$ cat config.mk
export PLATFORM = sky130hd
export DESIGN_NAME = demod_iq_acc_flat
export DESIGN_NICKNAME = d
export VERILOG_FILES = /design/src/rtl/demod_pkg.sv /design/src/rtl/demod_iq_acc_if.sv /design/src/rtl/demod_ref_lut.sv /design/src/rtl/demod_iq_acc.sv /design/src/flat_wrapper.sv
export SDC_FILE = /design/constraint.sdc
export NUM_CORES = 2
export LEC_CHECK = 0
export CAP_MARGIN = 20
export CORE_MARGIN = 2
export CORE_UTILIZATION = 52
export CTS_BUF_LIST = sky130_fd_sc_hd__clkbuf_4 sky130_fd_sc_hd__clkbuf_8
export CTS_CLUSTER_SIZE = 25
export DETAILED_ROUTE_END_ITERATION = 6
export PLACE_DENSITY = 0.8
export SLEW_MARGIN = 40
export SYNTH_ARGS = -nofsm -noshare
export SYNTH_HDL_FRONTEND = slang
export SYNTH_SLANG_ARGS = --single-unit
$ cat constraint.sdc
create_clock -name CLK -period 12.7 [get_ports CLK]
set_clock_uncertainty 0.2 [all_clocks]
set_input_delay 3.175 -clock CLK [delete_from_list [all_inputs] [get_ports CLK]]
set_output_delay 3.175 -clock CLK [all_outputs]
set_load 0.1 [all_outputs]
$ cat src/rtl/demod_pkg.sv
// Shared defaults, FSM state type and reference-table generator for the I/Q demodulator.
package demod_pkg;

  localparam int  PHASE_STEPS_DEF = 20;
  localparam int  REF_W_DEF       = 12;
  localparam int  ACC_W_DEF       = 40;
  localparam int  DATA_W          = 14;
  localparam real TWO_PI          = 6.283185307179586;

  typedef enum logic [1:0] {
    IDLE = 2'd0,
    ACC  = 2'd1,
    DONE = 2'd2
  } state_t;

  // Rounded (half away from zero) A*cos or A*sin of 2*pi*k/steps, A = 2^(ref_w-1)-1.
  function automatic int ref_entry(input int k, input int steps, input int ref_w, input bit is_sin);
    real ang;
    real amp;
    real v;
    ang = TWO_PI * real'(k) / real'(steps);
    amp = real'((1 << (ref_w - 1)) - 1);
    v   = is_sin ? amp * $sin(ang) : amp * $cos(ang);
    return (v >= 0.0) ? $rtoi(v + 0.5) : $rtoi(v - 0.5);
  endfunction

endpackage

$ cat src/rtl/demod_iq_acc_if.sv
// Controller-side inputs and readout handshake of demod_iq_acc; slave = datapath, master = driver.
// DEMOD_OTR_CNT_EN adds the OtrCnt result field.
interface demod_iq_acc_if
  import demod_pkg::*;
#(
  parameter int ACC_W = ACC_W_DEF
);
  logic                     Aclr;
  logic                     ClkMultEn;
  logic signed [DATA_W-1:0] DataIn;
  logic                     OverFlow;
  logic                     DemodRdy;
  logic                     ResReady;
  logic                     ResValid;
  logic signed [ACC_W-1:0]  IOut;
  logic signed [ACC_W-1:0]  QOut;
  logic                     ResSat;
  logic                     ResDrop;
`ifdef DEMOD_OTR_CNT_EN
  logic [7:0]               OtrCnt;
`endif

  modport master (
    output Aclr, ClkMultEn, DataIn, OverFlow, DemodRdy, ResReady,
    input  ResValid, IOut, QOut, ResSat, ResDrop
`ifdef DEMOD_OTR_CNT_EN
    , OtrCnt
`endif
  );

  modport slave (
    input  Aclr, ClkMultEn, DataIn, OverFlow, DemodRdy, ResReady,
    output ResValid, IOut, QOut, ResSat, ResDrop
`ifdef DEMOD_OTR_CNT_EN
    , OtrCnt
`endif
  );

endinterface

$ cat src/rtl/demod_ref_lut.sv
// Phase counter with cos/sin reference tables built at elaboration; advances while en, zeroed by clr.
module demod_ref_lut
  import demod_pkg::*;
#(
  parameter int PHASE_STEPS = PHASE_STEPS_DEF,
  parameter int REF_W       = REF_W_DEF
) (
  input  logic                    clk,
  input  logic                    rst,
  input  logic                    en,
  input  logic                    clr,
  output logic signed [REF_W-1:0] cos_val,
  output logic signed [REF_W-1:0] sin_val
);
  localparam int PH_W = $clog2(PHASE_STEPS);

  logic [PH_W-1:0]         phase;
  logic signed [REF_W-1:0] cos_tab [PHASE_STEPS];
  logic signed [REF_W-1:0] sin_tab [PHASE_STEPS];

  // NOTE: the tables are elaboration-time constants, so they carry no reset; only phase does.
  for (genvar k = 0; k < PHASE_STEPS; k++) begin : g_tab
    localparam int C = ref_entry(k, PHASE_STEPS, REF_W, 1'b0);
    localparam int S = ref_entry(k, PHASE_STEPS, REF_W, 1'b1);
    assign cos_tab[k] = REF_W'(C);
    assign sin_tab[k] = REF_W'(S);
  end

  always_ff @(posedge clk or posedge rst) begin
    if (rst) begin
      phase <= '0;
    end else if (clr) begin
      phase <= '0;
    end else if (en) begin
      phase <= (phase == PH_W'(PHASE_STEPS - 1)) ? '0 : phase + 1'b1;
    end
  end

  assign cos_val = cos_tab[phase];
  assign sin_val = sin_tab[phase];

endmodule

$ cat src/rtl/demod_iq_acc.sv
// I/Q demodulator datapath: 3-stage multiply/accumulate against cos/sin references, captured
// into a held result with valid/ready handoff. DEMOD_OTR_CNT_EN adds an out-of-range counter.
module demod_iq_acc
  import demod_pkg::*;
#(
  parameter int PHASE_STEPS = PHASE_STEPS_DEF,
  parameter int REF_W       = REF_W_DEF,
  parameter int ACC_W       = ACC_W_DEF
) (
  input logic           CLK,
  input logic           RST,
  demod_iq_acc_if.slave bus
);
  localparam int PROD_W = DATA_W + REF_W;
  localparam int SUM_W  = ((ACC_W > PROD_W) ? ACC_W : PROD_W) + 1;
  localparam logic signed [SUM_W-1:0] ACC_MAX = {{(SUM_W-ACC_W+1){1'b0}}, {(ACC_W-1){1'b1}}};
  localparam logic signed [SUM_W-1:0] ACC_MIN = {{(SUM_W-ACC_W+1){1'b1}}, {(ACC_W-1){1'b0}}};

  state_t                   state, state_nxt;
  logic                     en, capture;
  logic                     rdy_q1, rdy_q2, rdy_rise;
  logic signed [REF_W-1:0]  cos_val, sin_val;
  logic signed [DATA_W-1:0] s0_data;
  logic signed [REF_W-1:0]  s0_cos, s0_sin;
  logic signed [PROD_W-1:0] s1_prod_i, s1_prod_q;
  logic signed [SUM_W-1:0]  sum_i, sum_q;
  logic signed [ACC_W-1:0]  acc_i, acc_q;
  logic                     sat_hit, sat_flag;
  logic                     res_valid, res_sat, res_drop;
  logic signed [ACC_W-1:0]  res_i, res_q;

  function automatic logic signed [ACC_W-1:0] clamp(input logic signed [SUM_W-1:0] s);
    if (s > ACC_MAX) return ACC_MAX[ACC_W-1:0];
    if (s < ACC_MIN) return ACC_MIN[ACC_W-1:0];
    return s[ACC_W-1:0];
  endfunction

  // Pipeline and phase are frozen outside an active, enabled run.
  assign en = bus.ClkMultEn && !bus.Aclr && (state != DONE);

  demod_ref_lut #(
    .PHASE_STEPS (PHASE_STEPS),
    .REF_W       (REF_W)
  ) u_lut (
    .clk     (CLK),
    .rst     (RST),
    .en      (en),
    .clr     (bus.Aclr),
    .cos_val (cos_val),
    .sin_val (sin_val)
  );

  // DemodRdy edge is taken between two registered copies, giving the two-edge capture latency.
  always_ff @(posedge CLK or posedge RST) begin
    if (RST) begin
      rdy_q1 <= 1'b0;
      rdy_q2 <= 1'b0;
    end else begin
      rdy_q1 <= bus.DemodRdy;
      rdy_q2 <= rdy_q1;
    end
  end
  assign rdy_rise = rdy_q1 && !rdy_q2;

  always_ff @(posedge CLK or posedge RST) begin
    if (RST) state <= IDLE;
    else     state <= state_nxt;
  end

  // NOTE: defaults come first so every path assigns state_nxt and capture -- no latch.
  always_comb begin
    state_nxt = state;
    capture   = 1'b0;
    if (bus.Aclr) begin
      state_nxt = IDLE;
    end else begin
      case (state)
        IDLE:    if (bus.ClkMultEn) state_nxt = ACC;
        ACC: begin
          if (rdy_rise) begin
            state_nxt = DONE;
            capture   = 1'b1;
          end
        end
        DONE:    state_nxt = DONE;
        default: state_nxt = IDLE;
      endcase
    end
  end

  always_comb begin
    sum_i   = SUM_W'(acc_i) + SUM_W'(s1_prod_i);
    sum_q   = SUM_W'(acc_q) + SUM_W'(s1_prod_q);
    sat_hit = (sum_i > ACC_MAX) || (sum_i < ACC_MIN) || (sum_q > ACC_MAX) || (sum_q < ACC_MIN);
  end

  // NOTE: non-blocking assignments so each stage loads the previous stage's pre-edge value.
  always_ff @(posedge CLK or posedge RST) begin
    if (RST) begin
      s0_data   <= '0;
      s0_cos    <= '0;
      s0_sin    <= '0;
      s1_prod_i <= '0;
      s1_prod_q <= '0;
      acc_i     <= '0;
      acc_q     <= '0;
      sat_flag  <= 1'b0;
    end else if (bus.Aclr) begin
      s0_data   <= '0;
      s0_cos    <= '0;
      s0_sin    <= '0;
      s1_prod_i <= '0;
      s1_prod_q <= '0;
      acc_i     <= '0;
      acc_q     <= '0;
      sat_flag  <= 1'b0;
    end else if (en) begin
      s0_data   <= bus.DataIn;
      s0_cos    <= cos_val;
      s0_sin    <= sin_val;
      s1_prod_i <= s0_data * s0_cos;
      s1_prod_q <= s0_data * s0_sin;
      acc_i     <= clamp(sum_i);
      acc_q     <= clamp(sum_q);
      if (sat_hit) sat_flag <= 1'b1;
    end
  end

  // Result register is untouched by Aclr so an unread result survives a run restart.
  always_ff @(posedge CLK or posedge RST) begin
    if (RST) begin
      res_valid <= 1'b0;
      res_i     <= '0;
      res_q     <= '0;
      res_sat   <= 1'b0;
      res_drop  <= 1'b0;
    end else begin
      res_drop <= 1'b0;
      if (capture) begin
        res_i     <= acc_i;
        res_q     <= acc_q;
        res_sat   <= sat_flag;
        res_valid <= 1'b1;
        res_drop  <= res_valid && !bus.ResReady;
      end else if (res_valid && bus.ResReady) begin
        res_valid <= 1'b0;
      end
    end
  end

  assign bus.ResValid = res_valid;
  assign bus.IOut     = res_i;
  assign bus.QOut     = res_q;
  assign bus.ResSat   = res_sat;
  assign bus.ResDrop  = res_drop;

`ifdef DEMOD_OTR_CNT_EN
  logic [7:0] otr_cnt, res_otr;

  always_ff @(posedge CLK or posedge RST) begin
    if (RST) begin
      otr_cnt <= '0;
    end else if (bus.Aclr) begin
      otr_cnt <= '0;
    end else if (en && bus.OverFlow && (otr_cnt != 8'hFF)) begin
      otr_cnt <= otr_cnt + 8'd1;
    end
  end

  always_ff @(posedge CLK or posedge RST) begin
    if (RST)          res_otr <= '0;
    else if (capture) res_otr <= otr_cnt;
  end

  assign bus.OtrCnt = res_otr;
`else
  logic unused_ovf;
  assign unused_ovf = bus.OverFlow;
`endif

endmodule
$ cat src/flat_wrapper.sv
// flat-port wrapper written by rule: the top's interface ports become plain ports
module demod_iq_acc_flat import demod_pkg::*;
#(
  parameter int PHASE_STEPS = PHASE_STEPS_DEF,
  parameter int REF_W       = REF_W_DEF,
  parameter int ACC_W       = ACC_W_DEF
)
  (CLK, RST, bus_Aclr, bus_ClkMultEn, bus_DataIn, bus_OverFlow, bus_DemodRdy, bus_ResReady, bus_ResValid, bus_IOut, bus_QOut, bus_ResSat, bus_ResDrop);
  demod_iq_acc_if #(.ACC_W(ACC_W)) bus_i ();
  input logic CLK;
  input logic RST;
  input wire logic [$bits(bus_i.Aclr)-1:0] bus_Aclr;
  input wire logic [$bits(bus_i.ClkMultEn)-1:0] bus_ClkMultEn;
  input wire logic [$bits(bus_i.DataIn)-1:0] bus_DataIn;
  input wire logic [$bits(bus_i.OverFlow)-1:0] bus_OverFlow;
  input wire logic [$bits(bus_i.DemodRdy)-1:0] bus_DemodRdy;
  input wire logic [$bits(bus_i.ResReady)-1:0] bus_ResReady;
  output wire logic [$bits(bus_i.ResValid)-1:0] bus_ResValid;
  output wire logic [$bits(bus_i.IOut)-1:0] bus_IOut;
  output wire logic [$bits(bus_i.QOut)-1:0] bus_QOut;
  output wire logic [$bits(bus_i.ResSat)-1:0] bus_ResSat;
  output wire logic [$bits(bus_i.ResDrop)-1:0] bus_ResDrop;
  assign bus_i.Aclr = bus_Aclr;
  assign bus_i.ClkMultEn = bus_ClkMultEn;
  assign bus_i.DataIn = bus_DataIn;
  assign bus_i.OverFlow = bus_OverFlow;
  assign bus_i.DemodRdy = bus_DemodRdy;
  assign bus_i.ResReady = bus_ResReady;
  assign bus_ResValid = bus_i.ResValid;
  assign bus_IOut = bus_i.IOut;
  assign bus_QOut = bus_i.QOut;
  assign bus_ResSat = bus_i.ResSat;
  assign bus_ResDrop = bus_i.ResDrop;
  demod_iq_acc #(.PHASE_STEPS(PHASE_STEPS), .REF_W(REF_W), .ACC_W(ACC_W)) u_core (.CLK(CLK), .RST(RST), .bus(bus_i));
endmodule
==> Word level (Yosys, flattened, before mapping) <==
Memory sizes are Yosys's and may differ from the RTL's.
Index checks and enable logic that the tools add are counted.
Widths: inputs -> output; s select.
{ "classes": {"add_sub_neg": 3, "mul": 2, "n_lt_le_gt_ge": 5, "n_eq_ne": 6, "mux": 56, "bitwise_logic": 1, "n_reduce_logical": 17} }
{ "ops": {"columns": ["op", "count"], "rows": [
  ["$mux 40", 12],
  ["$mux 26", 4],
  ["$mux 12", 8],
  ["$add 40x26->41", 2],
  ["$gt 41x40->1 const B", 2],
  ["$lt 41x40->1 const B", 2],
  ["$mul 14x12->26", 2],
  ["$mux 14", 2],
  ["$mux 1", 23],
  ["$mux 5", 3],
  ["$ge 6x6->1 const B", 1],
  ["$mux 2", 3],
  ["$not 5->6", 1],
  ["$pmux 2 s3", 1],
  ["$reduce_bool 2->1", 3],
  ["$add 5x1->5 const B", 1],
  ["$eq 5x5->1 const B", 1],
  ["$logic_and 1x1->1", 5],
  ["$reduce_and 2->1", 2],
  ["$logic_not 1->1", 3],
  ["$logic_or 1x1->1", 3],
  ["$ne 3x2->1 const B", 1],
  ["$ne 3x3->1 const B", 1],
  ["$eq 2x1->1 const B", 1],
  ["3 further kinds", 3]
]} }
{ "word_totals": {"register_bits": 263, "mem_bits_ro": 768, "input_bits": 21, "out_inout_bits": 83, "n_memories": 2} }
{ "mem_list": {"columns": ["memory", "words", "word_bits", "rd", "rd_clocked_by_memory_dff", "wr", "line", "rtl"], "rows": [
  ["(name not given)", 32, 12, 1, 0, 0, "demod_ref_lut.sv:40", "assign sin_val = sin_tab[phase];"],
  ["(name not given)", 32, 12, 1, 0, 0, "demod_ref_lut.sv:39", "assign cos_val = cos_tab[phase];"]
]} }

==> Depth between registers and ports, before layout <==
{ "depth": {"word_depth": 12, "mapped_depth": 24, "ltp_nobuf": 22} }

==> Modules after synthesis <==
From an unflattened synthesis, not the netlist that was laid out.
{ "unflattened": {"hier_cells": 2954, "area_unflattened_um2": 27542.7} }
{ "modules_own_cells": {"columns": ["module", "instances", "cells_each", "area_per_inst_um2", "seq_area_each_um2"], "rows": [
  ["demod_iq_acc", 1, 2813, 26521.7, 6456.2],
  ["demod_ref_lut", 1, 141, 1021.0, 125.1]
]} }

==> Worst setup path after synthesis <==
Ideal clock, no wire load.
{ "synth_timing": {"path_type": "register to register", "from": "reg u_core.s0_data[6]", "to": "reg u_core.s1_prod_q[25]", "setup_time_ns": 0.133, "arrival_ns": 5.518, "t_required_ns": 12.367, "slack_ns": 6.849, "path_stages_with_launch": 22, "n_path_buf": 1, "cell_sequence": "dfrtp_1 > clkbuf_1 > nand2_1 > fa_1 > inv_1 > fa_1 > fa_1 > fa_1 > inv_1 > fa_1 > inv_1 > ha_1 > a21o_1 > a21o_1 > a21o_1 > a2111oi_0 > nor3_1 > a221oi_1 > a21oi_1 > a31oi_1 > xnor2_1 > o21ai_0"} }
{ "synth_via": {"elab_chain_len": 3} }
{ "synth_lines": {"columns": ["element", "line", "rtl"], "rows": [
  ["from (decl)", "demod_iq_acc.sv:23", "logic signed [DATA_W-1:0] s0_data;"],
  ["from (signal assigned)", "demod_iq_acc.sv:118", "s0_data <= bus.DataIn;"],
  ["$mul 14x12->26", "demod_iq_acc.sv:122", "s1_prod_q <= s0_data * s0_sin;"],
  ["$mux 26", "demod_iq_acc.sv:117", "end else if (en) begin"],
  ["$mux 26", "demod_iq_acc.sv:108", "end else if (bus.Aclr) begin"],
  ["to (signal assigned)", "demod_iq_acc.sv:122", null],
  ["to (decl)", "demod_iq_acc.sv:25", "logic signed [PROD_W-1:0] s1_prod_i, s1_prod_q;"]
]} }
No other way between the ends. The select of a mux whose other input is x is not followed.
A chain may end at the register's enable or synchronous reset.

==> Final worst setup path <==
{ "layout_timing": {"from": "reg u_core.s0_data[8]", "to": "reg u_core.s1_prod_q[25]"} }
Same word-level chain as after synthesis.

==> impl_metrics.toml <==
[placed_design]
dp_slack_ps = 5970
placed_cell_area_mm2 = 0.0278
dpl.hpwl_um = 45200
gp_congestion = 0.938
placement.io_buffers = 102
place_inst = 3429

[sta]
hold_violations = 0
worst_slew_pin_slew_ps = 814
relSlewSlack_pct = 45.7
fin_tns_setup_ps = 0
final.setup.worst_slack_ps = 6020
drv_slew = 0
fmax_mhz = 150
post-route-min-period_ps = 6680
whs_ps = 194
fin_crit_sh_pct = 52.6
rsz0062_at_grt = "no"
setup_viol = 0

[global_route]
grt_max_degree = 151
grt_overflow = 0
track_usage_pct = 23.3
grt_pass1_vias = 21200
grt_pass1_wl_um = 103000
antenna_found_initial = 2

[setup_path]
cp.required_ps = 12980
worstPathMaxFanout = 16
cp-startpoint = "u_core.s0_data[8]"
cp_data_arrival_time_ps = 6960
critPathKind = "register to register"
rr_worst_depth = 21
cp-end-kind = "register"
worst_setup_path_start_kind = "register"
r2r-start = "u_core.s0_data[8]"

[pwr]
ir_worst_vdd_mv = 0.0934
leakage_nw = 15.1
total_power_mw = 4.21
power_density_mw_per_mm2 = 145

[routing]
final_antenna_net_count = 0
dr.pass1.iters = 6
dr_total_vias = 20300
post_drt_wl_per_cell_um = 17.2
via_per_inst = 5.78
routed_wl_um = 60400
detail_route.iter0.violations = 1509
drc_errors = 0

[floorplan]
die_area_mm2 = 0.0532
initial_core_util_pct = 52.3
pin_count = 104
rows = 83
core-area_mm2 = 0.0511
die_x_um = 231
fp.dieH_um = 231

[final_layout]
final_nets = 3346
area_growth_pct = 8.40
drive_gt1_share_pct = 11.0
post-route-cell-area_mm2 = 0.0290
fin_util_pct = 56.7
fin_cells = 3521

[clock_tree]
cts.sinks = 263
cts_tree = "yes"
cts_resized = 0
clk_latency_ps = 630
cts_buffers = 50
postCtsSetupBuffers = 0
hold_buffers = 0
cts_buffer_depth = 3
clockRootBuffer = "clkbuf_8"
clkTransAtPathRegs_ps = 60
cts_htree_levels = 2

[status]
outcome = "complete, no violations"

[yosys]
ys_ff_latch = 263
synth_top_area_share_pct = 24.6
synth_edf_count = 0
synth_top_cell_by_area = "dfrtp_1"
avgSynthCellArea_um2 = 9.69
synthCells = 2760
yosysUniqueCellTypes = 76
ys_async_sr_fraction_pct = 100
yosysMostFrequentCell = "inv_1"
ys_seq_area_share_pct = 24.6
synth.area.top_cells = "dfrtp_1, fa_1, ha_1"
synthTopCellsByCount = "inv_1, fa_1, nand2_1, dfrtp_1, ha_1"
yosys_warnings = 0
synth_ff_type = "dfrtp_1"
netlist_area_mm2 = 0.0267
synth_nets = 3305

[worst_hold_path]
hold_class = "register to register"
holdPathStages = 0
min_from = "u_core.rdy_q1"

[job]
max_cap_viol_count = 0
-- flip-flops by register name, summed over array words and instances, names as in the netlist, 2 cells and up --
| register | cells |
|---|---|
| u_core.acc_i | 40 |
| u_core.acc_q | 40 |
| u_core.bus.IOut | 40 |
| u_core.bus.QOut | 40 |
| u_core.s1_prod_i | 26 |
| u_core.s1_prod_q | 26 |
| u_core.s0_data | 14 |
| u_core.s0_cos | 12 |
| u_core.s0_sin | 12 |
| u_core.u_lut.phase | 5 |
| u_core.state | 2 |
-- worst max-delay path, stage by stage (launching register included) --
cell and delay [ps]:
dfrtp_1 620, buf_4 320, nand2_1 110, fa_1 480, fa_1 550, inv_1 60
fa_1 490, fa_1 490, inv_1 40, fa_1 470, inv_1 40, ha_1 320
a21o_1 190, a21o_1 160, a21o_1 200, a2111oi_0 380, nor3_1 200, a221oi_1 420
a21oi_1 180, a31oi_1 240, xnor2_1 240, o21ai_0 130
-- cell families (layout without fill, tap and decap cells) --
group	Yosys count	count (layout)	share of synthesized area, %
AO/OA/AOI/OAI	577	577	15.2
XOR/XNOR	124	124	4.09
adder cells (fa/ha/maj)	524	524	33.5
buffers and inverters	542	622	7.85
flip-flops	263	263	24.6
multiplexers	86	86	3.65
other	0	1	0
AND/OR/NAND/NOR	644	644	11.2
-- cell type report --
class                           count  area, µm²
Antenna cell                        1       2.50
Clock buffer                       75        951
Clock inverter                     16        180
Fill cell                        4349      22100
Inverter                          410       1560
Multi-Input combinational cell   1955      18100
Sequential cell                   263       6590
Tap cell                          680        851
Timing Repair Buffer              121        752
-- worst paths after layout --
check                                       end  slack [ps]
max in group asynchronous   u_core.bus.QOut[13]        8200
setup / recovery           u_core.s1_prod_q[25]        6020
hold reg to reg                   u_core.rdy_q2         190
setup reg to reg           u_core.s1_prod_q[25]        6020
min in group asynchronous         u_core.rdy_q1        2950
hold / removal                    u_core.rdy_q2         190
-- metal layers --
metal / vias up / track usage (%) / wire length [µm]
met5: - / 0 / 0
met4: 0 / 7.70 / 1490
met3: 121 / 3.26 / 3750
met2: 685 / 38.3 / 29000
met1: 10300 / 31.9 / 26100
li1: 9257 / - / -
-- where the power goes --
| group | internal [mW] | total (mW) | leakage (nW) | switching [mW] |
|---|---|---|---|---|
| combinational | 0.666 | 2.03 | 10.9 | 1.37 |
| clock | 0.543 | 0.926 | 0.593 | 0.383 |
| sequential | 1.01 | 1.25 | 3.59 | 0.234 |
| total | 2.22 | 4.21 | 15.1 | 1.98 |
-- cells in the final DEF (no fill, tap or decap), drive strengths merged, types with 5 or more instances in the layout --
| cell | Yosys | routed |
|---|---|---|
| and3 | 15 | 15 |
| a21oi | 132 | 132 |
| clkdlybuf4s50 | 0 | 19 |
| o21bai | 15 | 15 |
| o31ai | 7 | 7 |
| clkinv | 0 | 9 |
| mux2 | 81 | 81 |
| o21ai | 128 | 128 |
| nand3 | 19 | 19 |
| a21o | 68 | 68 |
| xnor2 | 81 | 81 |
| fa | 318 | 318 |
| clkbuf | 113 | 75 |
| o21a | 12 | 12 |
| o2111ai | 5 | 5 |
| nor2b | 13 | 13 |
| a211oi | 14 | 14 |
| a22o | 44 | 44 |
| inv | 410 | 411 |
| buf | 19 | 102 |
| ha | 206 | 206 |
| a41oi | 5 | 5 |
| and4 | 5 | 5 |
| nand2 | 318 | 318 |
| a32o | 7 | 7 |
| nand2b | 23 | 23 |
| and2 | 107 | 107 |
| a31oi | 19 | 19 |
| nor2 | 95 | 95 |
| a221o | 75 | 75 |
| nor3 | 17 | 17 |
| or3 | 5 | 5 |
| dfrtp | 263 | 263 |
| o211ai | 9 | 9 |
| nand4 | 16 | 16 |
| xor2 | 43 | 43 |
(Power assumes the default switching activity.)
